`config.mk`:
```
export PLATFORM = sky130hd
export DESIGN_NAME = lamp_conflict_monitor_flat
export DESIGN_NICKNAME = d
export VERILOG_FILES = /design/src/rtl/lamp_mon_pkg.sv /design/src/rtl/lamp_conflict_monitor_if.sv /design/src/rtl/lamp_phase_tracker.sv /design/src/rtl/lamp_conflict_monitor.sv /design/src/flat_wrapper.sv
export SDC_FILE = /design/constraint.sdc
export NUM_CORES = 1
export LEC_CHECK = 0
export BUFFER_PORTS_ARGS = -buffer_cell sky130_fd_sc_hd__buf_2
export CORE_MARGIN = 1
export CORE_UTILIZATION = 35
export DETAILED_ROUTE_END_ITERATION = 10
export GPL_ROUTABILITY_DRIVEN = 0
export HOLD_SLACK_MARGIN = 0.03
export PLACE_DENSITY = 0.64
export SYNTH_ARGS = -nofsm -noshare
export SYNTH_HDL_FRONTEND = slang
export SYNTH_SLANG_ARGS = --single-unit
export TNS_END_PERCENT = 1
```
`constraint.sdc`:
```
create_clock -name clk_i -period 3.1 [get_ports clk_i]
set_input_delay 0.62 -clock clk_i [delete_from_list [all_inputs] [get_ports clk_i]]
set_output_delay 0.62 -clock clk_i [all_outputs]
set_load 0.02 [all_outputs]
```
`src/rtl/lamp_mon_pkg.sv`:
```
// Shared types and constants for the lamp conflict monitor.
// Optional dark-lamp checking is enabled by defining LAMP_MON_DARK_CHECK_EN.
package lamp_mon_pkg;

    typedef logic [2:0] fault_code_t;

    localparam fault_code_t FC_NONE      = 3'd0;
    localparam fault_code_t FC_CONFLICT  = 3'd1;
    localparam fault_code_t FC_MULTI     = 3'd2;
    localparam fault_code_t FC_DARK      = 3'd3;
    localparam fault_code_t FC_SHORT_YEL = 3'd4;
    localparam fault_code_t FC_SKIP_YEL  = 3'd5;

    typedef enum logic [1:0] {
        StMonitor,
        StFault,
        StRecover
    } mon_state_e;

    typedef enum logic [2:0] {
        PhDark,
        PhGreen,
        PhYellow,
        PhRed,
        PhMulti
    } phase_e;

    typedef struct packed {
        logic ctl_reset;
        logic flash_mode;
        logic fault_ack;
        logic red_p;
        logic yel_p;
        logic grn_p;
        logic red_s;
        logic yel_s;
        logic grn_s;
    } lamp_sample_t;

    function automatic int unsigned dwell_cnt_width(int unsigned yel_min, int unsigned dark_max);
        int unsigned m;
        m = (yel_min > dark_max) ? yel_min : dark_max;
        return $clog2(m) + 1;
    endfunction

endpackage

```
`src/rtl/lamp_conflict_monitor_if.sv`:
```
// Lamp/control signals from the s298 controller side and fault outputs of the monitor.
// master drives lamps and acknowledge; slave is the monitor.
interface lamp_conflict_monitor_if;
    import lamp_mon_pkg::*;

    logic        ctl_reset;
    logic        flash_mode;
    logic        red_p;
    logic        yel_p;
    logic        grn_p;
    logic        red_s;
    logic        yel_s;
    logic        grn_s;
    logic        fault_ack;
    logic        fault;
    fault_code_t fault_code;
    logic        flash_req;
    logic        mon_ok;

    modport master (
        output ctl_reset, flash_mode, red_p, yel_p, grn_p, red_s, yel_s, grn_s, fault_ack,
        input  fault, fault_code, flash_req, mon_ok
    );

    modport slave (
        input  ctl_reset, flash_mode, red_p, yel_p, grn_p, red_s, yel_s, grn_s, fault_ack,
        output fault, fault_code, flash_req, mon_ok
    );

endinterface

```
`src/rtl/lamp_phase_tracker.sv`:
```
// Per-direction phase decode, G->Y->R transition checks and dwell counters.
// The dark counter exists only when LAMP_MON_DARK_CHECK_EN is defined.
module lamp_phase_tracker
    import lamp_mon_pkg::*;
#(
    parameter int unsigned YEL_MIN  = 2,
    parameter int unsigned DARK_MAX = 4
) (
    input  logic   clk_i,
    input  logic   reset_i,
    input  logic   r_i,
    input  logic   y_i,
    input  logic   g_i,
    input  logic   clr_i,
    input  logic   chk_en_i,
    output phase_e phase_o,
    output logic   dark_viol_o,
    output logic   short_yel_o,
    output logic   skip_yel_o
);

    localparam int unsigned CntW = dwell_cnt_width(YEL_MIN, DARK_MAX);
    typedef logic [CntW-1:0] cnt_t;
    localparam cnt_t YelMin = cnt_t'(YEL_MIN);

    phase_e prev_q, prev_d;
    logic   valid_q, valid_d;
    cnt_t   yel_cnt_q, yel_cnt_d;
    logic   flush;

    // Suspended cycles break the history so the next sample is a fresh phase entry.
    assign flush = clr_i | ~chk_en_i;

    always_comb begin
        phase_o = PhMulti;
        unique case ({r_i, y_i, g_i})
            3'b000:  phase_o = PhDark;
            3'b100:  phase_o = PhRed;
            3'b010:  phase_o = PhYellow;
            3'b001:  phase_o = PhGreen;
            default: phase_o = PhMulti;
        endcase
    end

    always_comb begin
        prev_d    = phase_o;
        valid_d   = 1'b1;
        yel_cnt_d = '0;
        if (phase_o == PhYellow) begin
            yel_cnt_d = (yel_cnt_q == '1) ? yel_cnt_q : yel_cnt_q + 1'b1;
        end
        if (flush) begin
            valid_d   = 1'b0;
            yel_cnt_d = '0;
        end
    end

    always_ff @(posedge clk_i) begin
        if (reset_i) begin
            prev_q    <= PhDark;
            valid_q   <= 1'b0;
            yel_cnt_q <= '0;
        end else begin
            prev_q    <= prev_d;
            valid_q   <= valid_d;
            yel_cnt_q <= yel_cnt_d;
        end
    end

    assign skip_yel_o  = chk_en_i && valid_q && (prev_q == PhGreen) && (phase_o == PhRed);
    assign short_yel_o = chk_en_i && valid_q && (prev_q == PhYellow) && (phase_o == PhRed) &&
                         (yel_cnt_q < YelMin);

`ifdef LAMP_MON_DARK_CHECK_EN
    localparam cnt_t DarkMax = cnt_t'(DARK_MAX);

    cnt_t dark_cnt_q, dark_cnt_d;

    always_comb begin
        dark_cnt_d = '0;
        if (!flush && (phase_o == PhDark)) begin
            dark_cnt_d = (dark_cnt_q == '1) ? dark_cnt_q : dark_cnt_q + 1'b1;
        end
    end

    always_ff @(posedge clk_i) begin
        if (reset_i) begin
            dark_cnt_q <= '0;
        end else begin
            dark_cnt_q <= dark_cnt_d;
        end
    end

    // dark_cnt_q counts earlier dark samples; this one makes DARK_MAX+1.
    assign dark_viol_o = chk_en_i && (phase_o == PhDark) && (dark_cnt_q >= DarkMax);
`else
    assign dark_viol_o = 1'b0;
`endif

endmodule

```
`src/rtl/lamp_conflict_monitor.sv`:
```
// Lamp conflict monitor downstream of the s298 controller: samples lamps, latches the first
// violation and requests blink mode until acknowledged. Dark check: LAMP_MON_DARK_CHECK_EN.
module lamp_conflict_monitor
    import lamp_mon_pkg::*;
#(
    parameter int unsigned YEL_MIN     = 2,
    parameter int unsigned DARK_MAX    = 4,
    parameter int unsigned RECOVER_CYC = 8
) (
    input  logic                   clk_i,
    input  logic                   reset_i,
    lamp_conflict_monitor_if.slave mon_if
);

    localparam int unsigned RcntW = (RECOVER_CYC > 1) ? $clog2(RECOVER_CYC) : 1;
    localparam logic [RcntW-1:0] RcntLast = RcntW'(RECOVER_CYC - 1);

    lamp_sample_t     samp_q, samp_d;
    mon_state_e       state_q, state_d;
    fault_code_t      code_q, code_d;
    logic [RcntW-1:0] rcnt_q, rcnt_d;

    phase_e      phase_p, phase_s;
    logic        dark_p, dark_s, short_p, short_s, skip_p, skip_s;
    logic        chk_lamp_en, chk_seq_en, trk_clr, enter_mon;
    logic        conflict, multi;
    fault_code_t viol_code;
    logic        fault, flash_req, mon_ok;
    fault_code_t fault_code;

    always_comb begin
        samp_d.ctl_reset  = mon_if.ctl_reset;
        samp_d.flash_mode = mon_if.flash_mode;
        samp_d.fault_ack  = mon_if.fault_ack;
        samp_d.red_p      = mon_if.red_p;
        samp_d.yel_p      = mon_if.yel_p;
        samp_d.grn_p      = mon_if.grn_p;
        samp_d.red_s      = mon_if.red_s;
        samp_d.yel_s      = mon_if.yel_s;
        samp_d.grn_s      = mon_if.grn_s;
    end

    assign chk_lamp_en = ~samp_q.ctl_reset;
    assign chk_seq_en  = ~samp_q.ctl_reset & ~samp_q.flash_mode;
    assign enter_mon   = (state_q == StRecover) && (rcnt_q == RcntLast);
    assign trk_clr     = samp_q.ctl_reset | enter_mon;

    lamp_phase_tracker #(
        .YEL_MIN  (YEL_MIN),
        .DARK_MAX (DARK_MAX)
    ) u_trk_p (
        .clk_i       (clk_i),
        .reset_i     (reset_i),
        .r_i         (samp_q.red_p),
        .y_i         (samp_q.yel_p),
        .g_i         (samp_q.grn_p),
        .clr_i       (trk_clr),
        .chk_en_i    (chk_seq_en),
        .phase_o     (phase_p),
        .dark_viol_o (dark_p),
        .short_yel_o (short_p),
        .skip_yel_o  (skip_p)
    );

    lamp_phase_tracker #(
        .YEL_MIN  (YEL_MIN),
        .DARK_MAX (DARK_MAX)
    ) u_trk_s (
        .clk_i       (clk_i),
        .reset_i     (reset_i),
        .r_i         (samp_q.red_s),
        .y_i         (samp_q.yel_s),
        .g_i         (samp_q.grn_s),
        .clr_i       (trk_clr),
        .chk_en_i    (chk_seq_en),
        .phase_o     (phase_s),
        .dark_viol_o (dark_s),
        .short_yel_o (short_s),
        .skip_yel_o  (skip_s)
    );

    // Both directions showing a go-aspect (yellow or green) is a conflict.
    assign conflict = chk_lamp_en &&
                      (((samp_q.yel_p | samp_q.grn_p) && (samp_q.yel_s | samp_q.grn_s)) ||
                       (samp_q.grn_p && samp_q.grn_s));
    assign multi    = chk_lamp_en && ((phase_p == PhMulti) || (phase_s == PhMulti));

    always_comb begin
        viol_code = FC_NONE;
        if (conflict) begin
            viol_code = FC_CONFLICT;
        end else if (multi) begin
            viol_code = FC_MULTI;
        end else if (dark_p || dark_s) begin
            viol_code = FC_DARK;
        end else if (short_p || short_s) begin
            viol_code = FC_SHORT_YEL;
        end else if (skip_p || skip_s) begin
            viol_code = FC_SKIP_YEL;
        end
    end

    always_comb begin
        state_d    = state_q;
        code_d     = code_q;
        rcnt_d     = rcnt_q;
        fault      = 1'b0;
        fault_code = FC_NONE;
        flash_req  = 1'b0;
        mon_ok     = 1'b0;
        unique case (state_q)
            StMonitor: begin
                mon_ok = 1'b1;
                if (viol_code != FC_NONE) begin
                    state_d = StFault;
                    code_d  = viol_code;
                end
            end
            StFault: begin
                fault      = 1'b1;
                fault_code = code_q;
                flash_req  = 1'b1;
                if (samp_q.fault_ack && (viol_code == FC_NONE)) begin
                    state_d = StRecover;
                    rcnt_d  = '0;
                end
            end
            StRecover: begin
                flash_req = 1'b1;
                if (enter_mon) begin
                    state_d = StMonitor;
                    code_d  = FC_NONE;
                end else begin
                    rcnt_d = rcnt_q + 1'b1;
                end
            end
            default: state_d = StMonitor;
        endcase
    end

    always_ff @(posedge clk_i) begin
        if (reset_i) begin
            samp_q  <= '0;
            state_q <= StMonitor;
            code_q  <= FC_NONE;
            rcnt_q  <= '0;
        end else begin
            samp_q  <= samp_d;
            state_q <= state_d;
            code_q  <= code_d;
            rcnt_q  <= rcnt_d;
        end
    end

    assign mon_if.fault      = fault;
    assign mon_if.fault_code = fault_code;
    assign mon_if.flash_req  = flash_req;
    assign mon_if.mon_ok     = mon_ok;

endmodule

```
`src/flat_wrapper.sv`:
```
// flat-port wrapper written by rule: the top's interface ports become plain ports
module lamp_conflict_monitor_flat import lamp_mon_pkg::*;
#(
    parameter int unsigned YEL_MIN     = 2,
    parameter int unsigned DARK_MAX    = 4,
    parameter int unsigned RECOVER_CYC = 8
)
  (clk_i, reset_i, mon_if_ctl_reset, mon_if_flash_mode, mon_if_red_p, mon_if_yel_p, mon_if_grn_p, mon_if_red_s, mon_if_yel_s, mon_if_grn_s, mon_if_fault_ack, mon_if_fault, mon_if_fault_code, mon_if_flash_req, mon_if_mon_ok);
  lamp_conflict_monitor_if mon_if_i ();
  input  logic clk_i;
  input  logic reset_i;
  input wire logic [$bits(mon_if_i.ctl_reset)-1:0] mon_if_ctl_reset;
  input wire logic [$bits(mon_if_i.flash_mode)-1:0] mon_if_flash_mode;
  input wire logic [$bits(mon_if_i.red_p)-1:0] mon_if_red_p;
  input wire logic [$bits(mon_if_i.yel_p)-1:0] mon_if_yel_p;
  input wire logic [$bits(mon_if_i.grn_p)-1:0] mon_if_grn_p;
  input wire logic [$bits(mon_if_i.red_s)-1:0] mon_if_red_s;
  input wire logic [$bits(mon_if_i.yel_s)-1:0] mon_if_yel_s;
  input wire logic [$bits(mon_if_i.grn_s)-1:0] mon_if_grn_s;
  input wire logic [$bits(mon_if_i.fault_ack)-1:0] mon_if_fault_ack;
  output wire logic [$bits(mon_if_i.fault)-1:0] mon_if_fault;
  output wire logic [$bits(mon_if_i.fault_code)-1:0] mon_if_fault_code;
  output wire logic [$bits(mon_if_i.flash_req)-1:0] mon_if_flash_req;
  output wire logic [$bits(mon_if_i.mon_ok)-1:0] mon_if_mon_ok;
  assign mon_if_i.ctl_reset = mon_if_ctl_reset;
  assign mon_if_i.flash_mode = mon_if_flash_mode;
  assign mon_if_i.red_p = mon_if_red_p;
  assign mon_if_i.yel_p = mon_if_yel_p;
  assign mon_if_i.grn_p = mon_if_grn_p;
  assign mon_if_i.red_s = mon_if_red_s;
  assign mon_if_i.yel_s = mon_if_yel_s;
  assign mon_if_i.grn_s = mon_if_grn_s;
  assign mon_if_i.fault_ack = mon_if_fault_ack;
  assign mon_if_fault = mon_if_i.fault;
  assign mon_if_fault_code = mon_if_i.fault_code;
  assign mon_if_flash_req = mon_if_i.flash_req;
  assign mon_if_mon_ok = mon_if_i.mon_ok;
  lamp_conflict_monitor #(.YEL_MIN(YEL_MIN), .DARK_MAX(DARK_MAX), .RECOVER_CYC(RECOVER_CYC)) u_core (.clk_i(clk_i), .reset_i(reset_i), .mon_if(mon_if_i));
endmodule
```
# Yosys cells after proc, flatten, opt, wreduce, memory -nomap -nowiden
# Index checks and enable logic that the tools add are counted.
[op_classes] n_addsub=3 multipliers=0 n_div=0 magnitude_cmp=2 eq_ne=25 shift=0 n_mux=21 bitwise_logic=10 n_reduce_logical=34
[op_table] cell="3-bit 2-to-1 mux" count=9
[op_table] cell="3-bit by 2-bit equality test with 1-bit output (second input constant)" count=8
[op_table] cell="3-bit case mux with 4 select lines" count=2
[op_table] cell="3-bit equality test (second input constant)" count=7
[op_table] cell="1-bit logical AND" count=17
[op_table] cell="3-bit by 1-bit equality test with 1-bit output (second input constant)" count=4
[op_table] cell="3-bit case mux with 2 select lines" count=2
[op_table] cell="3-bit by 1-bit adder with 3-bit output (second input constant)" count=3
[op_table] cell="3-bit zero test" count=3
[op_table] cell="3-bit AND reduction" count=3
[op_table] cell="3-bit by 2-bit < comparator with 1-bit output (second input constant)" count=2
[op_table] cell="2-bit 2-to-1 mux" count=3
[op_table] cell="2-bit by 1-bit != test with 1-bit output (second input constant)" count=3
[op_table] cell="2-bit case mux with 3 select lines" count=1
[op_table] cell="3-bit OR reduction" count=2
[op_table] cell="1-bit NOT" count=5
[op_table] cell="1-bit logical OR" count=4
[op_table] cell="1-bit 2-to-1 mux" count=4
[op_table] cell="1-bit bitwise OR" count=4
[op_table] cell="2-bit nonzero test" count=2
[op_table] cell="3-bit nonzero test" count=1
[op_table] cell="2-bit by 1-bit equality test with 1-bit output (second input constant)" count=1
[op_table] cell="2-bit equality test (second input constant)" count=1
[op_table] cell="2-bit zero test" count=1
[op_table] cell="3 further kinds" count=3
[word_totals] register_bits=30 latchBits=0 ram_bits=0 mem_bits_ro=0 in_bits=11 output_inout_bits=6 word_cells=112 memories=0

# Depth between registers and ports, before layout
# Gate-level depths: netlist (run 1).
[logic_depth] ltp_word=14 mapped_depth=7 mapped_depth_nobuf=6

# By module
# A second synthesis (run 1) with hierarchy kept.
[unflattened] hier_cells=152 area_unflattened_um2=1512.7
[by_module_without_submodules] mod="lamp_conflict_monitor" n_inst=1 cells_each=84 area_each_um2=789.5 seq_area_each_um2=340.3
[by_module_without_submodules] mod="lamp_phase_tracker" n_inst=2 cells_each=34 area_each_um2=361.6 seq_area_each_um2=140.1

# Worst setup path after synthesis (run 1)
# Ideal clock, no wire load.
[synth_path] path_type="flip-flop to flip-flop" from="register u_core.samp_q[3] in the netlist's numbering" to="register u_core.code_q[1]" setup_time_ns=0.070 arrival_time_ns=2.387 required_time_ns=3.030 slack_ns=0.643 path_stages_with_launch=8 n_path_buf=1 synth_period_minus_slack_ns=2.457 path_cell_list="dfxtp_1 -> buf_6 -> or4b_4 -> nor4_4 -> o311ai_2 -> a311o_1 -> or4_1 -> a21oi_1"
[synth_via] elab_chain_len=12 word_cells_on_any_way=28 cone_classes="eq/ne: 6; mux: 7; bitwise: 1; reduce/logical: 14"
[synth_lines] item="start: declaration" line="lamp_conflict_monitor.sv:18" rtl="lamp_sample_t samp_q, samp_d;"
[synth_lines] item="start signal: assignment" line="lamp_conflict_monitor.sv:148" rtl="samp_q <= samp_d;"
[synth_lines] item="3-bit by 1-bit equality test with 1-bit output (tied with other cells)" line="lamp_phase_tracker.sv:36" rtl="unique case ({r_i, y_i, g_i})"
[synth_lines] item="3-bit case mux with 4 select lines" line="lamp_phase_tracker.sv:36"
[synth_lines] item="3-bit by 2-bit equality test with 1-bit output" line="lamp_phase_tracker.sv:70, lamp_phase_tracker.sv:71"
[synth_lines] item="1-bit logical AND, on equally long branches" line="lamp_phase_tracker.sv:70, lamp_phase_tracker.sv:71"
[synth_lines] item="1-bit logical OR / 1-bit logical AND (equally long branches)" line="lamp_conflict_monitor.sv:98, lamp_phase_tracker.sv:71"
[synth_lines] item="3-bit 2-to-1 mux / 1-bit logical OR (equally long branches)" line="lamp_conflict_monitor.sv:98, lamp_conflict_monitor.sv:96"
[synth_lines] item="3-bit 2-to-1 mux" line="lamp_conflict_monitor.sv:96" rtl="end else if (short_p || short_s) begin"
[synth_lines] item="3-bit 2-to-1 mux" line="lamp_conflict_monitor.sv:92" rtl="end else if (multi) begin"
[synth_lines] item="3-bit 2-to-1 mux (*)" line="lamp_conflict_monitor.sv:90" rtl="if (conflict) begin"
[synth_lines] item="3-bit nonzero test" line="lamp_conflict_monitor.sv:114" rtl="if (viol_code != FC_NONE) begin"
[synth_lines] item="2-bit by 1-bit != test with 1-bit output (no source line)"
[synth_lines] item="3-bit AND reduction (no source line)"
[synth_lines] item="end signal: assignment" line="lamp_conflict_monitor.sv:150" rtl="code_q <= code_d;"
[synth_lines] item="end: declaration" line="lamp_conflict_monitor.sv:20" rtl="fault_code_t code_q, code_d;"
# Mark *: on every way between the ends. The rest lies on a longest branch, timed or not. The select of a mux whose other input is x is not followed.
# A chain may end at the register's enable or synchronous reset.

# Worst setup path in the final report (run 1)
[layout_path] from="register u_core.samp_q[1] in the netlist's numbering" to="register u_core.code_q[1]"
# Same word-level chain as after synthesis.

==> impl_metrics.yaml, run 1 <==
global_route:
  groute.layer.met3.usage_pct: 5.81
  grt_pass1_vias: 985
  use_met1_pct: 16.0
  maximum_number_of_pins_on_one_net_before_global_route_repair: 25
  grt_first_pass_wirelength_um: 4380
  number_of_antenna_violations_at_the_first_check_in_global_routing: 0
  grt-busiest-layer: "met2"
  gr_util_met2_pct: 22.1
  groute.usage.overall_pct: 14.1
  globalRoute.totalOverflow: 0
place:
  port-buffer-count: 16
  detailed_place_hpwl_um: 1880
yosys:
  synth-edff-count: 0
  synth-async-reset-ratio_pct: 0
  post_synth.cell_area_avg_um2: 9.96
  synth-seq-cells: 30
  postSynthCellCount: 139
  synth.yosys.seq_area_share_pct: 43.4
  yosys_warnings: 0
  syn_nets: 159
  yosysUniqueCellTypes: 34
  ys_dominant_reg_cell: "sky130_fd_sc_hd__dfxtp_1"
  mappedNetlistArea_um2: 1380
critical_path:
  reg2reg_depth: 6
  cp_data_arrival_time_ns: 2.85
  worstPathCellList: "or4b_4 > nor4_2 > o311ai_2 > a311o_1 > or4_1 > a21oi_1"
  worstPathBufferInverterCount: 0
  slowest_stage: "sky130_fd_sc_hd__or4b_4"
  r2r_setup_slack_ns: 0.46
  critPathMaxStageDelay_ns: 0.56
  timing.critical_path.fanout_max: 6
  timing.critical_path.to_type: "flip-flop"
  timing.critical_path.from: "u_core.samp_q[1]"
  worst-endpoint-required_ns: 3.31
  path_delay_family: "simple AND/OR/NAND/NOR gates"
  critical_path.reg2reg.endpoint: "u_core.code_q[1]"
  startpoint_type: "flip-flop"
  path_class: "reg -> reg"
  r2r_start: "u_core.samp_q[1]"
clock_tree:
  cts_max_path_buffers: 2
  cts-resized-gates: 0
  clock_sinks: 30
  clockRootBuffer: "sky130_fd_sc_hd__clkbuf_8"
  hold_bufs_at_cts: 0
  worst_skew_pair.late_latency_ns: 0.28
  numCtsBuffers: 5
  cts_tree: "yes"
  clock_tree.htree_level_count: 2
  clk_pin_slew_ns: 0.06
  post_cts_buffers: 0
detailed_routing:
  drt_wl_total_um: 2490
  drt_pre_antenna_iters: 4
  antenna_left: 0
  remaining_design_rule_violation_count: 0
  detailroute.via_count: 1030
  initialDrtViolationCount: 20
  detail_route.vias_per_cell: 4.95
  routed_wire_length_per_instance_um: 12.0
power_and_ir_drop:
  power_density_nw_per_um2: 680
  irDropWorstVdd_uv: 274
  p_leak_nw: 0.646
finish:
  antenna_cells_inserted: 0
  layout-area-overhead-vs-synth_pct: 15.9
  post-route-util_pct: 43.2
  proportion_of_layout_cells_with_a_drive_suffix_above_1_pct: 20.6
  finish.net_count: 179
sta:
  timing.final.crit_period_ns: 2.64
  setup_violations: 0
  timing.final.crit_share_pct: 85.2
  fmax_mhz: 379
  fin_tns_setup_ns: 0
  fin_worst_skew_ns: 0.00564
  transition_time_at_the_pin_with_the_least_slew_margin_ns: 0.589
  setup_repair_after_global_routing_missed_its_margin: "no"
  final_max_slew_viol_count: 0
  maxSlewHeadroom_pct: 60.4
  timing.final.hold_violations: 0
die:
  die_width_um: 64.9
  initial_utilization_pct: 37.2
  die_h_um: 64.9
  design.die.area_um2: 4210
  rows: 22
  placeableCoreArea_um2: 3720
  boundaryPins: 17
worst_hold_path:
  hp-class: "reg -> reg"
  whs_path_depth: 2
  timing.hold.worst_endpoint: "u_core.code_q[1]"
  timing.hold.worst.start: "u_core.code_q[1]"
flow_run:
  max-cap-violations: 0
outcome:
  run_status: "finished clean"
[worst max path at each step]
stage | to | cells past startpoint
after floorplan | u_core.code_q[1] | 7
after global placement | u_core.code_q[1] | 6
after detailed placement | u_core.code_q[1] | 6
after CTS | u_core.code_q[1] | 6
after global routing | u_core.code_q[1] | 6
final | u_core.code_q[1] | 6
[routing by layer]
metal	routed length (um)	part of all wire [%]
met4	45	1.8
met2	1170	47
met5	0	0
met1	1170	47
met3	96	3.9
[placed cells by master (no fill, tap or decap), types with 5 or more instances in the layout]
cell / count
sky130_fd_sc_hd__buf_2: 16
sky130_fd_sc_hd__clkbuf_8: 5
sky130_fd_sc_hd__ha_1: 9
sky130_fd_sc_hd__nor3_1: 7
sky130_fd_sc_hd__dfxtp_1: 30
sky130_fd_sc_hd__mux2i_1: 5
sky130_fd_sc_hd__nand3_1: 5
sky130_fd_sc_hd__nor2_1: 15
sky130_fd_sc_hd__a21oi_1: 5
sky130_fd_sc_hd__nand2_1: 5
sky130_fd_sc_hd__inv_1: 8
sky130_fd_sc_hd__nor2b_1: 9
[per-stage QoR]
| stage | setup slack (ns) | hold WS (ns) | area [um^2] | cells | power (mW) |
|---|---|---|---|---|---|
| floorplan | 0.643 | 0.425 | 1380 | 139 | 0.657 |
| global placement | 0.574 | 0.444 | 1500 | 200 | 0.711 |
| detailed placement | 0.492 | 0.447 | 1500 | 200 | 0.718 |
| CTS | 0.470 | 0.456 | 1600 | 208 | 1.10 |
| global route | 0.377 | 0.478 | 1600 | 208 | 1.15 |
| finish | 0.460 | 0.449 | 1600 | 208 | 1.09 |
[where the power goes]
group / internal (mW) / leakage, nW / switching, mW
sequential: 0.414 / 0.246 / 0.0215
clock: 0.240 / 0.0524 / 0.137
combinational: 0.113 / 0.347 / 0.165
[worst register-to-register path, stage by stage (launching register included)]
cell and delay [ns]:
sky130_fd_sc_hd__dfxtp_1 0.36, sky130_fd_sc_hd__or4b_4 0.56, sky130_fd_sc_hd__nor4_2 0.33, sky130_fd_sc_hd__o311ai_2 0.22, sky130_fd_sc_hd__a311o_1 0.43, sky130_fd_sc_hd__or4_1 0.53, sky130_fd_sc_hd__a21oi_1 0.15
[cell families (layout without fill, tap and decap cells)]
kind of cell | Yosys count | in the layout | share of synthesized area [%]
buf+inv | 11 | 32 | 4.07
xor+xnor | 6 | 6 | 3.80
fa+ha+maj | 9 | 9 | 8.14
compound gates | 19 | 19 | 11.0
simple gates | 59 | 59 | 25.9
flops | 30 | 30 | 43.4
mux | 5 | 5 | 3.62
[flip-flops by register name, summed over array words and instances (netlist names)]
register and count:
u_core.code_q 3, u_core.rcnt_q 3, u_core.samp_q 9, u_core.state_q 2, u_core.u_trk_p.prev_q 3, u_core.u_trk_p.valid_q 1, u_core.u_trk_p.yel_cnt_q 3, u_core.u_trk_s.prev_q 3
u_core.u_trk_s.yel_cnt_q 3
[final cells by class]
cell class              count  area, um^2
fillers                   376        2110
flip-flops and latches     30         601
clock inverters             1        30.0
repair buffers             16        80.1
well taps                  48        60.1
inverters                   8        30.0
multi-input cells          98         727
clock buffers               7        76.3
[Yosys cell counts, types with 2 or more instances]
cell type                 instances  area (um^2)
sky130_fd_sc_hd__o31ai_1          2         15.0
sky130_fd_sc_hd__or2b_2           3         26.3
sky130_fd_sc_hd__and2_1           3         18.8
sky130_fd_sc_hd__xor2_1           2         17.5
sky130_fd_sc_hd__and3_1           2         12.5
sky130_fd_sc_hd__buf_6            2         22.5
sky130_fd_sc_hd__nand3_1          5         25.0
sky130_fd_sc_hd__nor2b_1          9         56.3
sky130_fd_sc_hd__nor3_1           7         35.0
sky130_fd_sc_hd__or4b_4           2         27.5
sky130_fd_sc_hd__ha_1             9          113
sky130_fd_sc_hd__nor2_1          15         56.3
sky130_fd_sc_hd__dfxtp_1         30          601
sky130_fd_sc_hd__nand2_1          5         18.8
sky130_fd_sc_hd__a31o_2           2         17.5
sky130_fd_sc_hd__mux2i_1          5         50.1
sky130_fd_sc_hd__o32ai_1          4         35.0
sky130_fd_sc_hd__nor3b_1          2         15.0
sky130_fd_sc_hd__a21oi_1          5         25.0
sky130_fd_sc_hd__inv_1            8         30.0
sky130_fd_sc_hd__xnor2_1          4         35.0
Power figures use the tool's default switching activity.
==> inputs of run 2 (changes only) <==
Settings changed: CORE_UTILIZATION 35 to 45, PLACE_DENSITY 0.64 to 0.75.
==> impl_metrics.yaml, run 2 (synthesis results as in run 1) <==
outcome:
  run_status: "finished clean"
detailed_routing:
  initialDrtViolationCount: 28
  top_layer: "met4"
  routed-wl-met2_um: 1260
  detailroute.via_count: 1066
  route.met3.wl_um: 111
  drt_pre_antenna_iters: 4
  routed_wire_length_per_instance_um: 12.9
  detail_route.vias_per_cell: 5.58
  drt_wl_total_um: 2470
  met1_length_um: 1070
  antenna_left: 0
  remaining_design_rule_violation_count: 0
finish:
  antenna_cells_inserted: 0
  layout.cells.most_common: "sky130_fd_sc_hd__dfxtp_1"
  regArea_um2: 601
  finish.instance_area_um2: 1540
  multi_input_comb_area_um2: 727
  proportion_of_layout_cells_with_a_drive_suffix_above_1_pct: 21.3
  highest_count_cells_in_the_layout_ignoring_fill_and_taps: "sky130_fd_sc_hd__dfxtp_1 (30), sky130_fd_sc_hd__buf_2 (16), sky130_fd_sc_hd__nor2_1 (15)"
  instances_no_fill: 191
  largest_register_ffs: 9
  layout-area-overhead-vs-synth_pct: 11.0
  largest-register: "u_core.samp_q"
  final.fill_count: 252
  post-route-util_pct: 54.3
  finish.net_count: 179
worst_hold_path:
  hp-class: "reg -> reg"
  whs_path_depth: 2
sta:
  fin_tns_setup_ns: 0
  fmax_mhz: 375
  fin_worst_skew_ns: 0.0171
  timing.final.crit_share_pct: 86.0
  timing.final.crit_period_ns: 2.67
  transition_time_at_the_pin_with_the_least_slew_margin_ns: 0.596
  layout_setup_ws_ns: 0.434
  setup_violations: 0
  maxSlewHeadroom_pct: 59.9
  final_max_slew_viol_count: 0
  timing.final.hold_violations: 0
  setup_repair_after_global_routing_missed_its_margin: "no"
critical_path:
  cp_data_arrival_time_ns: 2.93
  reg2reg_depth: 6
  path_class: "reg -> reg"
  worst-endpoint-required_ns: 3.37
  startpoint_type: "flip-flop"
  timing.critical_path.to_type: "flip-flop"
  timing.critical_path.fanout_max: 6
clock_tree:
  clockRootBuffer: "sky130_fd_sc_hd__clkbuf_4"
  post_cts_buffers: 0
  worst_skew_pair.late_latency_ns: 0.33
  cts-resized-gates: 0
  numCtsBuffers: 5
  cts_tree: "yes"
  clock_tree.htree_level_count: 2
  clock_sinks: 30
  cts_max_path_buffers: 2
  hold_bufs_at_cts: 0
  clk_pin_slew_ns: 0.10
die:
  rows: 19
  die_width_um: 57.5
  die_h_um: 57.5
  placeableCoreArea_um2: 2830
  initial_utilization_pct: 48.9
  boundaryPins: 17
  design.die.area_um2: 3300
flow_run:
  max-cap-violations: 0
place:
  place.detailed.instances: 183
  preCtsSetupSlack_ns: 0.457
  port-buffer-count: 16
  detailed_place_hpwl_um: 1900
  placement.cell_area_um2: 1480
power_and_ir_drop:
  p_leak_nw: 0.628
  power_density_nw_per_um2: 617
  irDropWorstVdd_uv: 304
global_route:
  grt_pass1_vias: 1032
  maximum_number_of_pins_on_one_net_before_global_route_repair: 25
  number_of_antenna_violations_at_the_first_check_in_global_routing: 0
  groute.usage.overall_pct: 17.8
  globalRoute.totalOverflow: 0
  grt_first_pass_wirelength_um: 4300
-- run 2: cell types whose count changed in the layout (fill, tap and decap cells not counted), sizes merged --
cell	before	now
bufinv	1	0
clkinv	0	1
-- run 2: metrics by stage --
step | total power [mW] | hold WS [ns]
floorplan | 0.657 | 0.425
finish | 0.948 | 0.465
CTS | 0.958 | 0.469
global route | 1.01 | 0.476
detailed placement | 0.717 | 0.455
global placement | 0.706 | 0.443
-- run 2: final cells by class --
class | count | area share (%)
Inverter | 8 | 1.95
Tap cell | 31 | 2.52
Sequential cell | 30 | 39.1
Timing Repair Buffer | 16 | 5.21
Clock buffer | 7 | 3.58
Multi-Input combinational cell | 98 | 47.3
Clock inverter | 1 | 0.326
-- run 2: path summary, 6_finish.rpt --
path / startpoint / to / slack (ns)
min: u_core.code_q[1] / u_core.code_q[1] / 0.47
max: u_core.samp_q[1] / u_core.code_q[1] / 0.43
min reg2reg: u_core.code_q[1] / u_core.code_q[1] / 0.47
max reg2reg: u_core.samp_q[1] / u_core.code_q[1] / 0.43
-- run 2: layer usage --
metal  up-vias  global-route usage [%]
met5         -                       0
met3         2                    6.80
li1        532                       -
met4         0                    10.8
met1       505                    18.9
met2        27                    29.7
-- run 2: report_power, final --
group,internal (mW),switching (mW)
registers,0.413,0.0220
clock network,0.110,0.128
logic,0.112,0.163
-- run 2: critical path, stage by stage (launching register included) --
cell and delay [ns]:
sky130_fd_sc_hd__dfxtp_1 0.37, sky130_fd_sc_hd__or4b_4 0.56, sky130_fd_sc_hd__o32ai_1 0.36, sky130_fd_sc_hd__o311ai_2 0.19
sky130_fd_sc_hd__a311o_1 0.43, sky130_fd_sc_hd__or4_1 0.54, sky130_fd_sc_hd__a21oi_1 0.16
==> inputs of run 3 (changes only) <==
Settings changed: CORE_UTILIZATION 45 to 27, PLACE_DENSITY 0.75 to 0.54.
==> impl_metrics.yaml, run 3 (synthesis results as in run 1) <==
sta:
  hold-worst-slack_ns: 0.466
  layout_setup_ws_ns: 0.455
  setup_violations: 0
  setup_repair_after_global_routing_missed_its_margin: "no"
  fin_tns_setup_ns: 0
  maxSlewHeadroom_pct: 55.7
  fin_worst_skew_ns: 0.00312
  fmax_mhz: 378
  timing.final.crit_period_ns: 2.64
  timing.final.crit_share_pct: 85.3
  transition_time_at_the_pin_with_the_least_slew_margin_ns: 0.659
  timing.final.hold_violations: 0
  final_max_slew_viol_count: 0
place:
  port-buffer-count: 16
  detailed_place_hpwl_um: 1900
  placement.cell_area_um2: 1520
  preCtsSetupSlack_ns: 0.493
  place.detailed.instances: 219
global_route:
  grt_pass1_vias: 996
  maximum_number_of_pins_on_one_net_before_global_route_repair: 25
  gr_util_met2_pct: 17.4
  grt_first_pass_wirelength_um: 4420
  use_met1_pct: 13.4
  grt-busiest-layer: "met2"
  globalRoute.totalOverflow: 0
  number_of_antenna_violations_at_the_first_check_in_global_routing: 0
  groute.usage.overall_pct: 11.0
  groute.layer.met3.usage_pct: 3.29
critical_path:
  path_class: "reg -> reg"
  startpoint_type: "flip-flop"
  worstPathCellList: "or4b_4 > nor4_2 > o311ai_2 > a311o_1 > or4_1 > a21oi_1"
  path_delay_family: "simple AND/OR/NAND/NOR gates"
  critPathMaxStageDelay_ns: 0.56
  worstPathBufferInverterCount: 0
  slowest_stage: "sky130_fd_sc_hd__or4b_4"
  timing.critical_path.to_type: "flip-flop"
  cp_data_arrival_time_ns: 2.85
  worst-endpoint-required_ns: 3.31
  timing.critical_path.fanout_max: 6
power_and_ir_drop:
  p_leak_nw: 0.636
  design_power_total_mw: 1.01
  irDropWorstVdd_uv: 454
  power_density_nw_per_um2: 632
die:
  rows: 25
  die_width_um: 73.6
  placeableCoreArea_um2: 4820
  boundaryPins: 17
  design.die.area_um2: 5420
  initial_utilization_pct: 28.7
  die_h_um: 73.6
detailed_routing:
  detail_route.vias_per_cell: 4.56
  remaining_design_rule_violation_count: 0
  drt_pre_antenna_iters: 4
  initialDrtViolationCount: 23
  routed_wire_length_per_instance_um: 11.1
  detailroute.via_count: 1025
  drt_wl_total_um: 2500
  antenna_left: 0
finish:
  finish.instance_area_um2: 1600
  proportion_of_layout_cells_with_a_drive_suffix_above_1_pct: 20.9
  antenna_cells_inserted: 0
  largest_register_ffs: 9
  layout-area-overhead-vs-synth_pct: 15.9
  post-route-util_pct: 33.3
  highest_count_cells_in_the_layout_ignoring_fill_and_taps: "sky130_fd_sc_hd__dfxtp_1 (30), sky130_fd_sc_hd__buf_2 (16), sky130_fd_sc_hd__nor2_1 (15)"
  instances_no_fill: 225
  final.fill_count: 517
  layout.cells.most_common: "sky130_fd_sc_hd__dfxtp_1"
  largest-register: "u_core.samp_q"
  finish.net_count: 179
clock_tree:
  worst_skew_pair.late_latency_ns: 0.28
  cts_max_path_buffers: 2
  clk_pin_slew_ns: 0.06
  clock_sinks: 30
  cts_tree: "yes"
  numCtsBuffers: 5
  post_cts_buffers: 0
  cts-resized-gates: 0
  clockRootBuffer: "sky130_fd_sc_hd__clkbuf_8"
  hold_bufs_at_cts: 0
  clock_tree.htree_level_count: 2
outcome:
  run_status: "finished clean"
worst_hold_path:
  hp-class: "reg -> reg"
flow_run:
  max-cap-violations: 0
[run 3: layer usage]
metal / vias to the layer above / share of wire [%]
met3: 7 / 3.6
met2: 15 / 46
met4: 0 / 2.2
met1: 468 / 48
li1: 535 / -
met5: - / 0
[run 3: layout make-up]
class                   instances  area [um^2]  area share (%)
repair buffers                 16         80.1            4.99
flip-flops and latches         30          601            37.4
inverters                       8         30.0            1.87
multi-input cells              98          727            45.3
clock buffers                   6         82.6            5.15
well taps                      67         83.8            5.23
[run 3: power by group]
part	switching [mW]	internal, mW	total [mW]
sequential	0.0210	0.414	0.435
combinational	0.166	0.113	0.279
clock	0.129	0.171	0.299
[run 3: tightest hold or removal path, delay by kind of cell (launching register included)]
family | cells | cell delay [ns]
AO/OA/AOI/OAI | 1 | 0.05
flip-flops | 1 | 0.31
AND/OR/NAND/NOR | 1 | 0.05
[run 3: path summary, 6_finish.rpt]
check / startpoint / cells past startpoint / to / slack, ns
min reg2reg: u_core.code_q[1] / 2 / u_core.code_q[1] / 0.47
max reg2reg: u_core.samp_q[1] / 6 / u_core.code_q[1] / 0.46
min: u_core.code_q[1] / 2 / u_core.code_q[1] / 0.47
max: u_core.samp_q[1] / 6 / u_core.code_q[1] / 0.46
